**src/rtl/vol_level_ctrl.sv**
```systemverilog
// rtl/vol_level_ctrl.sv - windowed peak detector with attack/decay smoothing and peak-hold marker
module vol_level_ctrl #(
   parameter int          WIN   = 2000,
   parameter logic [11:0] BASE  = 12'd2048,
   parameter int          SHIFT = 7,
   parameter int          DECAY = 2,
   parameter int          HOLD  = 5
) (
   input  logic        clk,
   input  logic        rstn,
   input  logic        sample_valid,
   input  logic [11:0] mic_in,
   input  logic        freeze,
   output logic [3:0]  num,
   output logic [3:0]  peak_num,
   output logic        level_valid
);

   localparam int CW = (WIN > 2)   ? $clog2(WIN)    : 1;
   localparam int DW = (DECAY > 1) ? $clog2(DECAY)  : 1;
   localparam int HW = (HOLD > 0)  ? $clog2(HOLD+1) : 1;

   typedef enum logic [1:0] {ACC, MAP, UPD} state_t;

   state_t          state_q, state_d;
   logic [CW-1:0]   cnt_q, cnt_d;
   logic [10:0]     wpeak_q, wpeak_d;
   logic [3:0]      new_lvl_q, new_lvl_d;
   logic [3:0]      num_q, num_d;
   logic [3:0]      peak_q, peak_d;
   logic [DW-1:0]   decay_q, decay_d;
   logic [HW-1:0]   hold_q, hold_d;
   logic            lv_q, lv_d;

   logic [11:0]     diff;
   logic [10:0]     amp;
   logic [10:0]     shifted;
   logic [3:0]      lvl;
   logic [3:0]      n_upd;

   // Amplitude above the DC midpoint, and the window peak mapped to a 0..15 level
   always_comb begin
      diff    = mic_in - BASE;
      amp     = '0;
      if (mic_in > BASE) begin
         // only reachable with a small BASE; clamp instead of wrapping
         amp = diff[11] ? 11'h7ff : diff[10:0];
      end
      shifted = wpeak_q >> SHIFT;
      lvl     = (shifted > 11'd15) ? 4'd15 : shifted[3:0];
   end

   // Window FSM plus attack/decay and peak-hold update rules
   always_comb begin
      state_d   = state_q;
      cnt_d     = cnt_q;
      wpeak_d   = wpeak_q;
      new_lvl_d = new_lvl_q;
      num_d     = num_q;
      peak_d    = peak_q;
      decay_d   = decay_q;
      hold_d    = hold_q;
      lv_d      = 1'b0;
      n_upd     = num_q;
      case (state_q)
         ACC: begin
            if (sample_valid) begin
               if (amp > wpeak_q) wpeak_d = amp;
               if (cnt_q == CW'(WIN-1)) begin
                  state_d = MAP;
               end else begin
                  cnt_d = cnt_q + 1'b1;
               end
            end
         end
         MAP: begin
            new_lvl_d = lvl;
            state_d   = UPD;
         end
         UPD: begin
            wpeak_d = '0;
            cnt_d   = '0;
            state_d = ACC;
            if (!freeze) begin
               lv_d = 1'b1;
               if (new_lvl_q >= num_q) begin
                  n_upd   = new_lvl_q;
                  decay_d = '0;
               end else if (decay_q == DW'(DECAY-1)) begin
                  n_upd   = num_q - 1'b1;
                  decay_d = '0;
               end else begin
                  decay_d = decay_q + 1'b1;
               end
               num_d = n_upd;
               if (n_upd > peak_q) begin
                  peak_d = n_upd;
                  hold_d = '0;
               end else if (hold_q < HW'(HOLD)) begin
                  hold_d = hold_q + 1'b1;
               end else if (peak_q > n_upd) begin
                  peak_d = peak_q - 1'b1;
               end
            end
         end
         default: state_d = ACC;
      endcase
   end

   // State registers with synchronous active-low reset
   always_ff @(posedge clk) begin
      if (!rstn) begin
         state_q   <= ACC;
         cnt_q     <= '0;
         wpeak_q   <= '0;
         new_lvl_q <= '0;
         num_q     <= '0;
         peak_q    <= '0;
         decay_q   <= '0;
         hold_q    <= '0;
         lv_q      <= 1'b0;
      end else begin
         state_q   <= state_d;
         cnt_q     <= cnt_d;
         wpeak_q   <= wpeak_d;
         new_lvl_q <= new_lvl_d;
         num_q     <= num_d;
         peak_q    <= peak_d;
         decay_q   <= decay_d;
         hold_q    <= hold_d;
         lv_q      <= lv_d;
      end
   end

   assign num         = num_q;
   assign peak_num    = peak_q;
   assign level_valid = lv_q;

endmodule

```
**config.mk**
```make
export PLATFORM = sky130hd
export DESIGN_NAME = vol_level_ctrl
export DESIGN_NICKNAME = d
export VERILOG_FILES = /design/src/rtl/vol_level_ctrl.sv
export SDC_FILE = /design/constraint.sdc
export NUM_CORES = 1
export LEC_CHECK = 0
export ABC_AREA = 1
export CORE_UTILIZATION = 30
export DETAILED_ROUTE_END_ITERATION = 10
export SKIP_CTS_REPAIR_TIMING = 1
export SLEW_MARGIN = 40
export SYNTH_ARGS = -nofsm -noshare
export SYNTH_HDL_FRONTEND = slang
export SYNTH_SLANG_ARGS = --single-unit
```
**constraint.sdc**
```tcl
create_clock -name clk -period 2.87 [get_ports clk]
set_input_delay 0.574 -clock clk [delete_from_list [all_inputs] [get_ports clk]]
set_output_delay 0.574 -clock clk [all_outputs]
set_load 0.02 [all_outputs]
```
Yosys cells after proc, flatten, opt, wreduce, memory -nomap -nowiden
Cells that the tools add are included.

word-level totals
  register bits after elaboration = 41
  input bits = 16
  output and inout port bits = 9
  word-level logic and storage cells = 66

cells by class
  add/sub/neg operators = 6
  $lt $le $gt $ge = 7
  equality and inequality tests = 8
  mux-type cells = 24
  bitwise gates (word level) = 1
  reduce and logical (&&, ||, !) cells = 11

operators by type and width
  cell                                                                    number
  11-bit 2-to-1 mux                                                       6
  11-bit case mux with 2 select lines                                     2
  4-bit 2-to-1 mux                                                        8
  12-bit greater-than comparator (second input constant)                  1
  12-bit subtractor (second input constant)                               1
  11-bit by 1-bit adder with 11-bit output (second input constant)        1
  11-bit equality test (second input constant)                            1
  11-bit greater-than comparator                                          1
  2-bit != test (second input constant)                                   5
  3-bit AND reduction                                                     3
  4-bit greater-than comparator                                           2
  4-bit by 1-bit subtractor with 4-bit output (second input constant)     2
  3-bit 2-to-1 mux                                                        2
  2-bit AND reduction                                                     3
  2-bit nonzero test                                                      3
  4-bit >= comparator                                                     1
  4-bit greater-than comparator (second input constant)                   1
  2-bit 2-to-1 mux                                                        2
  2-bit case mux with 2 select lines                                      1
  4-bit AND reduction                                                     1
  3-bit by 1-bit adder with 3-bit output (second input constant)          1
  3-bit less-than comparator (second input constant)                      1
  1-bit 2-to-1 mux                                                        3
  2-bit by 1-bit equality test with 1-bit output (second input constant)  1
  other kinds (4)                                                         4

Logic depth before layout (Yosys ltp)
  depth after elaboration = 9
  depth in mapped cells = 20
  depth with buffers taken out = 19

Least setup slack after synthesis
OpenSTA, ideal clock, no wires.

  path kind = input port to flip-flop
  start point = input mic_in[11]
  end point = register wpeak_q[8]
  setup time = 0.128 ns
  arrival = 2.497 ns
  data required time = 2.742 ns
  setup slack = 0.245 ns
  stages = 18
  path buffers = 2
  path through = buf_2 and3b_1 nand3_1 nand2_1 nor2_1 ha_1 nand2_1 inv_1 nand2_1 nor2_1 nand4_1 nand2_1 nand2_4 nand2_2 buf_4 nand2_1 nand2_1 nor2_1

on the way
  cells in the longest elaborated chain, start to end = 6
  elaborated cells between the ends (all ways) = 10
  classes of those cells = 1 x add/sub; 2 x order compare; 1 x eq/ne; 5 x mux; 1 x reduce/logical

RTL lines
  element                                                                                      RTL line  text
  start, declared                                                                              12        input logic [11:0] mic_in,
  12-bit subtractor                                                                            43        diff = mic_in - BASE;
  11-bit 2-to-1 mux                                                                            47        amp = diff[11] ? 11'h7ff : diff[10:0];
  11-bit 2-to-1 mux (*)                                                                        45        if (mic_in > BASE) begin
  11-bit greater-than comparator or 11-bit 2-to-1 mux (tied branches)                          68        if (amp > wpeak_q) wpeak_d = amp;
  2-bit != test (no source line) or 11-bit 2-to-1 mux (tied branches)                          n/a
  3-bit AND reduction (no source line) or 11-bit case mux with 2 select lines (tied branches)  n/a
  end signal, assigned                                                                         125       wpeak_q <= wpeak_d;
  end, declared                                                                                27        logic [10:0] wpeak_q, wpeak_d;

Every way passes the cells marked *; elsewhere a longest branch is shown, timed or not. The select of a mux whose other input is x is not followed.
A chain may end at the register's enable or synchronous reset.

Worst setup path after layout
  start point = register num_q[1], in the netlist num[1]
  end point = register peak_q[3], in the netlist peak_num[3]

on the way
  cells in the longest elaborated chain, start to end = 8
  elaborated cells between the ends (all ways) = 12
  classes of those cells = 1 x add/sub; 3 x order compare; 1 x eq/ne; 5 x mux; 2 x reduce/logical

RTL lines
  element                                                               RTL line  text
  start, declared                                                       29        logic [3:0] num_q, num_d;
  start signal, assigned                                                127       num_q <= num_d;
  4-bit by 1-bit subtractor with 4-bit output                           90        n_upd = num_q - 1'b1;
  4-bit 2-to-1 mux                                                      89        end else if (decay_q == DW'(DECAY-1)) begin
  4-bit 2-to-1 mux (*)                                                  86        if (new_lvl_q >= num_q) begin
  4-bit 2-to-1 mux (*)                                                  84        if (!freeze) begin
  4-bit 2-to-1 mux (*)                                                  65        case (state_q)
  4-bit greater-than comparator (on tied branches)                      96, 101
  2-bit != test (no source line) or 2-bit nonzero test (tied branches)  n/a
  4-bit AND reduction (no source line)                                  n/a
  end signal, assigned                                                  128       peak_q <= peak_d;
  end, declared                                                         30        logic [3:0] peak_q, peak_d;

Marks and branches as above.

==> impl.org <==
** Drt
- Post-detailed-route wirelength per cell :: 10.9 um
- Length of the first detailed-routing pass in iterations :: 4
- Routed wire length :: 5930 um
- 1st-iter DRT viols :: 68
- Via count :: 2545
- DR DRC count :: 0
- Vias/cell :: 4.67
- In this run the remaining antenna-violating nets after routing total 0.

** Cells and area
- Share of layout cells above drive strength 1 :: 10.5%
- Filler instances :: 860
- Area added between synthesis and finish :: 22.4%
- In the layout the commonest cells are sky130_fd_sc_hd__nand2_1 (84), sky130_fd_sc_hd__inv_1 (60), sky130_fd_sc_hd__nor2_1 (52).
- The final layout contains 478 nets.
- Reg area :: 822 sq um
- Cells fill 38.6% of the core in the end.
- Footprint of the multi-input gates :: 0.00155 sq mm
- The library cell used most frequently in the layout, excluding fill and tap cells, is sky130_fd_sc_hd__nand2_1.
- 0 antenna diodes ended up in the layout.

** Yosys
- By area, the combinational part of the netlist is dominated by simple AND/OR/NAND/NOR gates.
- In this run the mean area of a mapped cell was 6.65 sq um.
- During synthesis, Yosys emitted a total of 0 warnings.
- Number of distinct library cells after synthesis :: 30
- Counting every instance in the synthesized netlist gives 395.
- Area share of fa/ha/maj cells after synthesis :: 11.0%
- The synthesized netlist devotes 10.0% of its cell area to compound gates.
- Multiplexer cells account for 0% of the synthesized area.
- Xor/xnor share of the synthesized area :: 3.00%
- Post-synth design cell area :: 0.00263 sq mm
- Sequential share of the synthesized area :: 31.2%
- Total nets after synthesis :: 434
- After Yosys synthesis, and, or, nand and nor cells account for 34.1% of the synthesized area.
- In this run, synthesis produced a sequential element count of 41.

** Clock network
- Worst skew pair latency :: 0.30 ns
- Clock-pin slew was measured on the worst setup and hold paths at 0.08 ns.
- Number of CTS-inserted buffers :: 5
- TritonCTS sink count :: 41
- The tree is rooted in a sky130_fd_sc_hd__clkbuf_8.
- TritonCTS built the clock tree.
- Maximum level of the CTS H-tree :: 2
- Max Root-Sink Buffers :: 2

** Timing
- Slew at the pin closest to its max-slew limit :: 0.478 ns
- Maximum clock rate :: 0.366 GHz
- In the final timing run, aggregate negative setup slack is 0 ns.
- Setup-failing EPs final :: 0
- Counting I/O delays and the setup requirement, the final critical path takes 2.73 ns.
- Ratio of final minimum period to clock period :: 95.3%
- The number of endpoints with negative hold slack in the final report came to 0.
- The clock arrives with 0.0134 ns of skew.
- Number of pins with negative max-slew slack in the final report :: 0
- Setup slack of the critical path after layout :: 0.136 ns
- In this run the tightest slew margin relative to its limit is 68.0%.

** Critical path
- FF-to-FF Start :: num[1]
- Critical path startpoint :: num[1]
- The endpoint identified for the worst register-to-register timing path is peak_num[3].
- STA classifies the critical path endpoint as a flop.
- The setup path with the least slack is of type flop to flop.
- Data required time of the worst path :: 3.06 ns
- Maximum fanout along the worst path :: 7
- Critical Path Source Type :: flop
- STA puts the critical path data arrival time at 2.92 ns.
- Destination of the critical timing path :: peak_num[3]
- For flop-to-flop paths, the worst setup slack is 0.14 ns.
- For the worst flop-to-flop path, the logic depth is 17.

** Die
- The core region is 0.00834 sq mm.
- Chip Width :: 95.6 um
- Total I/O pin count :: 25
- Y dimension of the die :: 95.6 um
- Placement row count :: 33
- Initial Utilization :: 31.5%
- Die Outline Area :: 0.00914 sq mm

** Power and ir drop
- Peak ir drop on the vdd network :: 174 uV
- The completed layout was analyzed and its total power is 0.00127 W.
- Leakage :: 1.55 nW
- In this run the power density over the cells is 395 mW/mm^2.

** Global routing
- Global route total overflow :: 0
- Combined global-route utilization of all metal layers :: 14.3%
- Maximum number of pins on one net before global-route repair :: 23
- Wire length of the first global-routing pass :: 10200 um
- Number of global-route vias before repair :: 2378
- The initial antenna violation count came to 0.

** Run
- Count of maximum capacitance violations :: 0

** Place
- Post-placement worst setup slack :: -0.159 ns
- The congestion estimate from routability-driven global placement came to 0.859.
- Post-detailed-placement half-perimeter wirelength :: 4520 um
- Quantity of I/O buffers inserted on ports :: 24

** Hold path
- The min-delay analysis places its worst path in the category flop to flop.

** Outcome
- Outcome :: completed
worst min-delay path by stage:
stage / cells after the start / slack (ns) / startpoint / end
finish: 1 / 0.49 / state_q[1] / state_q[1]
floorplan: 2 / 0.46 / wpeak_q[7] / new_lvl_q[0]
detailed placement: 1 / 0.48 / state_q[1] / state_q[1]
global placement: 1 / 0.48 / state_q[1] / state_q[1]
CTS: 1 / 0.49 / state_q[1] / state_q[1]
global route: 1 / 0.51 / state_q[1] / state_q[1]
power by group:
| part | leakage (nW) | switching (W) | internal, W |
|---|---|---|---|
| Clock | 0.0450 | 0.000196 | 0.000169 |
| Sequential | 0.333 | 0.0000110 | 0.000599 |
| Combinational | 1.17 | 0.000172 | 0.000123 |
synthesized netlist by cell type, drive strengths merged:
| master | instances | area, sq um |
|---|---|---|
| a21o | 1 | 7.51 |
| a21oi | 24 | 120 |
| a22oi | 1 | 7.51 |
| and3b | 1 | 8.76 |
| buf | 4 | 28.8 |
| clkbuf | 3 | 11.3 |
| dfxtp | 41 | 821 |
| ha | 23 | 288 |
| inv | 64 | 240 |
| nand2 | 91 | 362 |
| nand3 | 21 | 105 |
| nand3b | 2 | 15.0 |
| nand4 | 15 | 93.8 |
| nor2 | 55 | 216 |
| nor3 | 11 | 55.1 |
| nor3b | 4 | 35.0 |
| o21a | 1 | 7.51 |
| o21ai | 21 | 105 |
| o21bai | 2 | 15.0 |
| or2 | 1 | 6.26 |
| xnor2 | 1 | 8.76 |
| xor2 | 8 | 70.1 |
layout make-up:
cell class	count	share of cell area (%)
multi-input combinational	283	48.2
sequential	41	25.6
timing repair buffer	44	12.1
inverter	64	7.47
tap	105	4.08
clock buffer	6	2.26
clock inverter	2	0.311
logic make-up (layout without fill, tap and decap cells):
| kind of cell | Yosys count | count (layout) |
|---|---|---|
| xor+xnor | 9 | 9 |
| fa+ha+maj | 23 | 23 |
| simple gates | 201 | 201 |
| buf+inv | 71 | 116 |
| flops | 41 | 41 |
| compound gates | 50 | 50 |
registers in the layout, indices dropped and copies added, names as in the netlist:
signal	cells
hold_q	3
state_q	2
decay_q	1
level_valid	1
num	4
wpeak_q	11
new_lvl_q	4
peak_num	4
cnt_q	11
through the flow:
step | hold slack [ns] | instances | area (sq um)
global route | 0.513 | 545 | 3220
floorplan | 0.455 | 395 | 2630
detailed placement | 0.481 | 535 | 3090
global placement | 0.477 | 535 | 3090
CTS | 0.495 | 543 | 3180
finish | 0.492 | 545 | 3220
metal layers:
| layer | global-route usage [%] | vias to the layer above | share of wire [%] |
|---|---|---|---|
| li1 | - | 1356 | - |
| met1 | 17.6 | 1161 | 49 |
| met2 | 23.9 | 21 | 47 |
| met3 | 2.87 | 7 | 2.1 |
| met4 | 6.34 | 0 | 1.6 |
| met5 | 0 | - | 0 |
worst max-delay path, stage by stage, from the launching register on:
cell	delay, ns
sky130_fd_sc_hd__dfxtp_2	0.35
sky130_fd_sc_hd__inv_1	0.09
sky130_fd_sc_hd__ha_1	0.30
sky130_fd_sc_hd__inv_1	0.04
sky130_fd_sc_hd__o21bai_1	0.11
sky130_fd_sc_hd__nand3_1	0.14
sky130_fd_sc_hd__nand3_2	0.15
sky130_fd_sc_hd__nand2_1	0.08
sky130_fd_sc_hd__nand2_2	0.08
sky130_fd_sc_hd__inv_1	0.05
sky130_fd_sc_hd__ha_1	0.28
sky130_fd_sc_hd__inv_1	0.06
sky130_fd_sc_hd__o21bai_1	0.06
sky130_fd_sc_hd__nand3_1	0.09
sky130_fd_sc_hd__nand4_1	0.27
sky130_fd_sc_hd__buf_4	0.25
sky130_fd_sc_hd__a22oi_1	0.14
sky130_fd_sc_hd__a21oi_1	0.08
(Power assumes the default switching activity.)
==> RTL change: new RTL, same flow settings <==
Change the parameter `DECAY` from 2 to 4.
--- a/src/rtl/vol_level_ctrl.sv
+++ b/src/rtl/vol_level_ctrl.sv
@@ -3,7 +3,7 @@
    parameter int          WIN   = 2000,
    parameter logic [11:0] BASE  = 12'd2048,
    parameter int          SHIFT = 7,
-   parameter int          DECAY = 2,
+   parameter int          DECAY = 4,
    parameter int          HOLD  = 5
 ) (
    input  logic        clk,
Function: no difference found for any inputs over 10 cycles, from zero or initial values and one cycle with rstn low; that may be too few to reach the edited logic, so the function may still have changed.
==> RTL change against the original RTL <==
  * Setup slack better by 0.13 ns
  * Area after synthesis up 3.2%
  * Utilization down 0.23 points
  * Critical path depth unchanged
  * Clock power up 28%
  * Critical path type is now in -> reg
  * Final cell count up 5.5%
  * Wire length up 0.32%
  * Sequential cell count up 1
  * First-iteration DRC count up 56%
  * Non-clock buffer count unchanged
  * Highest routed layer unchanged
  * Design area up 3.9%
  * Largest power group unchanged
  * Total power up 8.0%
  * Global-route usage down 1.0 points
==> RTL change: results (changes against the original RTL) <==
GP Congestion: 0.805 (-6.3%)
Worst R2R Start: num[0]
DPL Wire Length: 4630 um (+2.3%)
hold depth: 2 (+1)
register area share after synthesis: 0.310 (-0.00227)
Placed Area: 3200 um2 (+3.5%)
ant diodes: 0 (unchanged)
hold worst-path end: wpeak_q[4]
max frequency: 383 MHz (+4.8%)
Post-Syn Nets: 463 (+6.7%)
largest net degree at the start of global routing: 14 (-39%)
leakage power: 1.64 nW (+5.8%)
crit path DAT: 2.84 ns (-0.08 ns)
Avg WL per Cell: 10.3 um (-4.9%)
FF-to-FF End: peak_num[1]
first-pass GRT wire length: 10500 um (+2.9%)
share of cells above drive strength 1: 0.101 (-0.00390)
synth cell count leaders: 98 x nand2_1, 70 x inv_1, 64 x nor2_1, 42 x dfxtp_1, 42 x nand3_1
status: finished, final reports clean
met3 Resource Use GR: 0.0288 (+0.0000688)
Placed Instances: 567 (+6.0%)
global routing usage on met1: 0.165 (-0.0113)
setup slack, reg-to-reg: 0.32 ns (+0.18 ns)
GRT Util Overall: 0.133 (-0.0102)
IR drop worst, VDD: 0.179 mV (+2.9%)
Initial DRC Count: 106 (+56%)
vias in the first global route: 2454 (+3.2%)
NumNets Final: 506 (+5.9%)
vias: 2649 (+4.1%)
Worst Hold Launch: wpeak_q[4]
Tightest Pin Transition: 0.443 ns (-0.0348 ns)
Synth Instances: 423 (+7.1%)
top cells by area, synth: dfxtp_1 31%, nand2_1 14%, ha_1 11%, inv_1 9.7%, nor2_1 8.9%
Placement Setup Slack: -0.284 ns (-0.125 ns)
clock skew: 0.00543 ns (-0.00793 ns)
DRT Pass-1 Iters: 4 (unchanged)
Synth cell types: 27 (-10%)
top fanout value on the critical path: 11 (+4)
GR Util met2: 0.233 (-0.00635)
Setup crit start: mic_in[3]
post-route insts no fill: 575 (+5.5%)
worst hold margin: 0.477 ns (-0.0147 ns)
[RTL change: cell count changes after synthesis, sizes merged, moves of 3 or more]
cell / unedited run / this run
nand2: 91 / 101
nor3: 11 / 6
inv: 64 / 73
nand3: 21 / 42
a21oi: 24 / 27
nor2: 55 / 65
o21ai: 21 / 17
nor3b: 4 / 0
xor2: 8 / 3
nand4: 15 / 7
[RTL change: cells by family after synthesis]
group,Yosys count,share of synthesized area
AOI/OAI and AO/OA,46,0.0923
adders and majority gates,24,0.111
buffers and inverters,81,0.115
and+or+nand+nor,225,0.356
DFF,42,0.310
xor gates and xnor gates,5,0.0162
[RTL change: routing by layer]
layer	vias to the layer above	wire [um]
li1	1425	-
met1	1180	2870
met2	40	2840
met3	4	189
met4	0	45
met5	-	0
[RTL change: worst max-delay path by stage]
stage	endpoint	cells past startpoint
after floorplan	hold_q[1]	15
after global placement	wpeak_q[2]	17
after detailed placement	wpeak_q[3]	17
after CTS	wpeak_q[3]	17
after global routing	peak_num[0]	17
final	wpeak_q[3]	17
[RTL change: critical path, stage by stage]
cell and delay (ns):
clkdlybuf4s50_1 0.42, nor2_1 0.15, nand2_1 0.07, nor2_1 0.11, nand3_2 0.17, buf_4 0.19
nand3_1 0.08, inv_1 0.05, ha_1 0.28, nand3b_1 0.09, nand2_1 0.07, nand2_1 0.07
nand3_1 0.08, buf_4 0.18, nand3_1 0.08, nand2_1 0.05, nor2_1 0.11
[RTL change: where the power goes]
group | switching, mW | internal [mW] | total (mW)
sequential | 0.0171 | 0.613 | 0.630
clock | 0.213 | 0.256 | 0.469
combinational | 0.157 | 0.115 | 0.272
[RTL change: area by class of cell]
type                       instances  area (um2)
timing repair buffer              44         390
tap                              108         135
multi-input combinational        300        1590
inverter                          73         277
clock inverter                     3        40.0
sequential                        42         842
clock buffer                       5        68.8
fill                             907        5380
